`config.mk`:
```
export PLATFORM = sky130hd
export DESIGN_NAME = uart_pixel_packer
export DESIGN_NICKNAME = d
export VERILOG_FILES = /design/src/rtl/uart_pixel_packer.sv
export SDC_FILE = /design/constraint.sdc
export NUM_CORES = 1
export LEC_CHECK = 0
export BUFFER_PORTS_ARGS = -buffer_cell sky130_fd_sc_hd__buf_2
export CAP_MARGIN = 20
export CORE_MARGIN = 2
export CORE_UTILIZATION = 52
export CTS_BUF_LIST = sky130_fd_sc_hd__clkbuf_8
export DETAILED_ROUTE_END_ITERATION = 10
export GPL_TIMING_DRIVEN = 0
export PLACE_DENSITY = 0.82
export SYNTH_ARGS = -nofsm -noshare
export SYNTH_HDL_FRONTEND = slang
export SYNTH_SLANG_ARGS = --single-unit
```
`constraint.sdc`:
```
create_clock -name sclk -period 4.7 [get_ports sclk]
set_clock_uncertainty 0.1 [all_clocks]
set_input_delay 1.41 -clock sclk [delete_from_list [all_inputs] [get_ports sclk]]
set_output_delay 1.41 -clock sclk [all_outputs]
set_load 0.02 [all_outputs]
```
`src/rtl/uart_pixel_packer.sv`:
```
// Assembles UART bytes into RGB332/RGB565/RGB888 pixels, expands them to RGB888,
// tracks frame x/y and aborts a stalled frame after an inter-byte timeout.
module uart_pixel_packer #(
  parameter int IMG_W       = 640,
  parameter int IMG_H       = 480,
  parameter int TIMEOUT_CYC = 50000,
  localparam int XW = (IMG_W > 1) ? $clog2(IMG_W) : 1,
  localparam int YW = (IMG_H > 1) ? $clog2(IMG_H) : 1,
  localparam int TW = $clog2(TIMEOUT_CYC + 1)
) (
  input  logic          sclk,
  input  logic          s_rst_n,
  input  logic [1:0]    mode,
  input  logic [7:0]    in_data,
  input  logic          in_flag,
  input  logic          wfifo_full,
  input  logic          clr_err,
  output logic [23:0]   pix_data,
  output logic          pix_valid,
  output logic [XW-1:0] pix_x,
  output logic [YW-1:0] pix_y,
  output logic          frame_done,
  output logic          sync_err,
  output logic          ovf_err
);

  typedef enum logic {IDLE, RECV} state_t;

  state_t        state_q, state_d;
  logic [1:0]    mode_q, mode_d;
  logic [1:0]    idx_q, idx_d;
  logic [TW-1:0] tcnt_q, tcnt_d;
  logic [15:0]   sh_q, sh_d;
  logic [23:0]   data_q, data_d;
  logic          valid_q, valid_d;
  logic [XW-1:0] x_q, x_d;
  logic [YW-1:0] y_q, y_d;
  logic          done_q, done_d;
  logic          sync_q, sync_d;
  logic          ovf_q, ovf_d;

  logic [1:0]    eff_mode;
  logic [1:0]    last_idx;
  logic          complete;

  function automatic logic [23:0] expand(input logic [1:0] m, input logic [15:0] sh,
                                         input logic [7:0] b);
    logic [15:0] w;
    w = {sh[7:0], b};
    case (m)
      2'd1:    expand = {w[15:11], w[15:13], w[10:5], w[10:9], w[4:0], w[4:2]};
      2'd2:    expand = {sh, b};
      default: expand = {b[7:5], b[7:5], b[7:6], b[4:2], b[4:2], b[4:3], {4{b[1:0]}}};
    endcase
  endfunction

  // The first byte of a frame uses the live mode; later bytes use the latched one.
  always_comb begin
    eff_mode = (state_q == IDLE) ? ((mode == 2'd3) ? 2'd0 : mode) : mode_q;
    case (eff_mode)
      2'd1:    last_idx = 2'd1;
      2'd2:    last_idx = 2'd2;
      default: last_idx = 2'd0;
    endcase
    complete = in_flag && (idx_q == last_idx);
  end

  always_comb begin
    state_d = state_q;
    mode_d  = mode_q;
    idx_d   = idx_q;
    tcnt_d  = tcnt_q;
    sh_d    = sh_q;
    data_d  = data_q;
    valid_d = 1'b0;
    x_d     = x_q;
    y_d     = y_q;
    done_d  = 1'b0;
    sync_d  = sync_q;
    ovf_d   = ovf_q;

    if (clr_err) begin
      sync_d = 1'b0;
      ovf_d  = 1'b0;
    end

    case (state_q)
      IDLE: begin
        tcnt_d = '0;
        if (in_flag) begin
          state_d = RECV;
          mode_d  = eff_mode;
        end
      end
      RECV: begin
        if (in_flag) begin
          tcnt_d = '0;
        end else if (tcnt_q == TW'(TIMEOUT_CYC - 1)) begin
          state_d = IDLE;
          tcnt_d  = '0;
          idx_d   = '0;
          x_d     = '0;
          y_d     = '0;
          sync_d  = 1'b1;
        end else begin
          tcnt_d = tcnt_q + TW'(1);
        end
      end
      default: state_d = IDLE;
    endcase

    if (in_flag) begin
      sh_d  = {sh_q[7:0], in_data};
      idx_d = complete ? 2'd0 : idx_q + 2'd1;
    end

    // Geometry advances even for a dropped pixel so the frame stays aligned.
    if (complete) begin
      if (wfifo_full) begin
        ovf_d = 1'b1;
      end else begin
        valid_d = 1'b1;
        data_d  = expand(eff_mode, sh_q, in_data);
      end
      if (x_q == XW'(IMG_W - 1)) begin
        x_d = '0;
        if (y_q == YW'(IMG_H - 1)) begin
          y_d     = '0;
          done_d  = 1'b1;
          state_d = IDLE;
        end else begin
          y_d = y_q + YW'(1);
        end
      end else begin
        x_d = x_q + XW'(1);
      end
    end
  end

  always_ff @(posedge sclk or negedge s_rst_n) begin
    if (!s_rst_n) begin
      state_q <= IDLE;
      mode_q  <= '0;
      idx_q   <= '0;
      tcnt_q  <= '0;
      sh_q    <= '0;
      data_q  <= '0;
      valid_q <= 1'b0;
      x_q     <= '0;
      y_q     <= '0;
      done_q  <= 1'b0;
      sync_q  <= 1'b0;
      ovf_q   <= 1'b0;
    end else begin
      state_q <= state_d;
      mode_q  <= mode_d;
      idx_q   <= idx_d;
      tcnt_q  <= tcnt_d;
      sh_q    <= sh_d;
      data_q  <= data_d;
      valid_q <= valid_d;
      x_q     <= x_d;
      y_q     <= y_d;
      done_q  <= done_d;
      sync_q  <= sync_d;
      ovf_q   <= ovf_d;
    end
  end

  assign pix_data   = data_q;
  assign pix_valid  = valid_q;
  assign pix_x      = x_q;
  assign pix_y      = y_q;
  assign frame_done = done_q;
  assign sync_err   = sync_q;
  assign ovf_err    = ovf_q;

endmodule
```
==> reports/results.tsv <==
metric	value	unit
Mapped Nets	421	
pwr dens	457	nW/um2
Syn Inst Count	400	
min Tclk post-route	3.50	ns
clock buffer depth	2	
vias per inst	5.85	
RSZ-0062 raised after global routing	false	
Initial Util	53.1	%
vias	3394	
commonest non-fill, non-tap cell in the layout	dfrtp_1	
post-synthesis sequential area ratio	52.0	%
GRT Util Overall	22.7	%
initial antenna violation count	0	
top_reg_cell synth	dfrtp_1	
Chip Height	92.1	um
hold buffers post-CTS	0	
DR iter-0 viols	184	
LEAKAGE	2.14	nW
Die Area	8490	um2
worst hold start	tcnt_q[0]	
reg2reg start	state_q	
Buffers on Ports	61	
ANT cells	0	
FP Rows	32	
CP startpoint kind	input port	
CTS Root Cell	clkbuf_8	
Critical Path AT	3.65	ns
Netlist cell types	40	
Min-Delay Path Class	reg -> reg	
VDD IR max	0.300	mV
clk_lat worst skew	0.36	ns
Fill cells	639	
CTS tree	done	
Yosys warning count	0	
Setup Crit Path Kind	in -> reg	
number of flops mapped to enable cells by yosys	0	
mapped cell area	4040	um2
run status	finished, final reports clean	
Final Cycle Share	74.4	%
FMAX	286	MHz
actual slew at the worst max-slew pin	0.756	ns
pins over their slew limit	0	
Post-Route WL	9.17	mm
Placed Instances	564	
CP Capture Type	register	
die width	92.1	um
total gr overflow	0	
DRT Pass-1 Iters	4	
Final Hold Viols	0	
# DRC	0	
Seq cells post-synth	84	
first-pass GRT wire length	15.5	mm
MaxCap Viol Count	0	
H-tree depth	3	
largest net degree at the start of global routing	70	
post-DR wirelength/cell	15.8	um
critical path startpoint	mode[0]	
RD Place Congestion	0.910	
TritonCTS Sinks	84	
core area	7610	um2
share of layout cells above drive strength 1	22.4	%
ys async rst share	100	%
Non-Filler Instances	580	
setup TNS	0	ns
vias in the first global route	3274	
I/O pin total	62	
CTS Buf Count	9	
Nets	494	
P&R area growth vs syn	16.0	%
clock slew at reported path FFs	0.08	ns
most frequent cells in the layout	84 x dfrtp_1, 63 x buf_2, 45 x nand2_1, 31 x o21ai_0, 30 x nor2_1	
HPWL Detailed	6.50	mm
Detail Route Antenna Nets	0	
Avg Inst Size Synth	10.1	um2
Crit Path Max Fanout	10	
Crit path required time	4.86	ns
post-CTS setup buffers	0	
slew margin rel.	49.1	%
Resize count post-CTS	0	
Setup Viol. Count Final	0	
-- power by group --
group / switching (mW) / internal, mW
Sequential: 0.0961 / 0.871
Combinational: 0.443 / 0.247
Clock: 0.285 / 0.200
-- per-layer routing --
layer	global-route usage, %	vias up	part of all wire, %
li1	-	1593	-
met1	29.1	1675	44
met2	37.3	112	50
met3	6.00	14	5.0
met4	8.33	0	1.4
met5	0	-	0
-- logic make-up (layout without fill, tap and decap cells) --
family,count (synthesis),after routing,share of synthesized area [%]
XOR/XNOR,15,15,3.25
AO/OA/AOI/OAI,96,96,15.8
AND/OR/NAND/NOR,144,144,17.8
flip-flops,84,84,52.0
multiplexers,22,22,6.07
buffers and inverters,33,111,3.16
adder cells (fa/ha/maj),6,6,1.86
-- sequential cells by signal, summed over array words and instances (netlist names) --
name,cells
pix_data,24
sh_q,16
tcnt_q,16
pix_x,10
pix_y,9
idx_q,2
mode_q,2
frame_done,1
ovf_err,1
pix_valid,1
state_q,1
sync_err,1
-- final cells by class --
type	count	area, um2	area share, %
multi-input cells	283	1810	38.6
flip-flops and latches	84	2100	44.9
clock buffers	9	124	2.64
clock inverters	7	58.8	1.26
repair buffers	62	335	7.16
well taps	102	128	2.72
inverters	14	52.6	1.12
plain buffers	19	75.1	1.60
-- worst max-delay path, cell delays in order --
cell and delay [ns]:
buf_2 0.10, nand2b_1 0.16, o21a_1 0.21, ha_1 0.21, xor2_1 0.19, nor3_2 0.47, nand2b_1 0.13, buf_2 0.19
clkbuf_1 0.26, o31ai_1 0.33
-- cell usage after synthesis (10+ instances only) --
cell	number	area share (%)
dfrtp_1	84	52
nand2_1	45	4.2
o21ai_0	31	3.8
nor2_1	30	2.8
o31ai_1	21	3.9
mux2_2	20	5.6
a221oi_1	18	3.9
clkbuf_1	16	1.5
inv_1	14	1.3
a21oi_1	13	1.6
and3_1	11	1.7
nand3_1	11	1.4
nor3_1	10	1.2
xnor2_1	10	2.2
-- metrics by stage --
| step | power, mW | setup WS [ns] | utilization (%) | hold slack, ns | cell area [um2] |
|---|---|---|---|---|---|
| 3_3_place_gp | 1.64 | 0.932 | 58.8 | 0.345 | 4470 |
| 3_5_place_dp | 1.67 | 0.843 | 59.2 | 0.343 | 4500 |
| 4_1_cts | 2.15 | 1.21 | 61.6 | 0.368 | 4680 |
| 2_1_floorplan | 1.42 | 1.34 | - | 0.325 | 4040 |
| 6_report | 2.14 | 1.20 | 61.6 | 0.372 | 4680 |
| 5_1_grt | 2.27 | 1.03 | 61.6 | 0.399 | 4680 |
-- path summary, 6_finish.rpt --
kind                               end  slack (ns)  depth (start not counted)
max in group asynchronous      state_q        3.09                          2
max                        pix_data[5]        1.20                         10
min in group asynchronous     pix_y[3]        0.81                          1
min reg2reg                  tcnt_q[0]        0.37                          1
max reg2reg                pix_data[5]        1.79                         10
min                          tcnt_q[0]        0.37                          1
(Power assumes the default switching activity.)
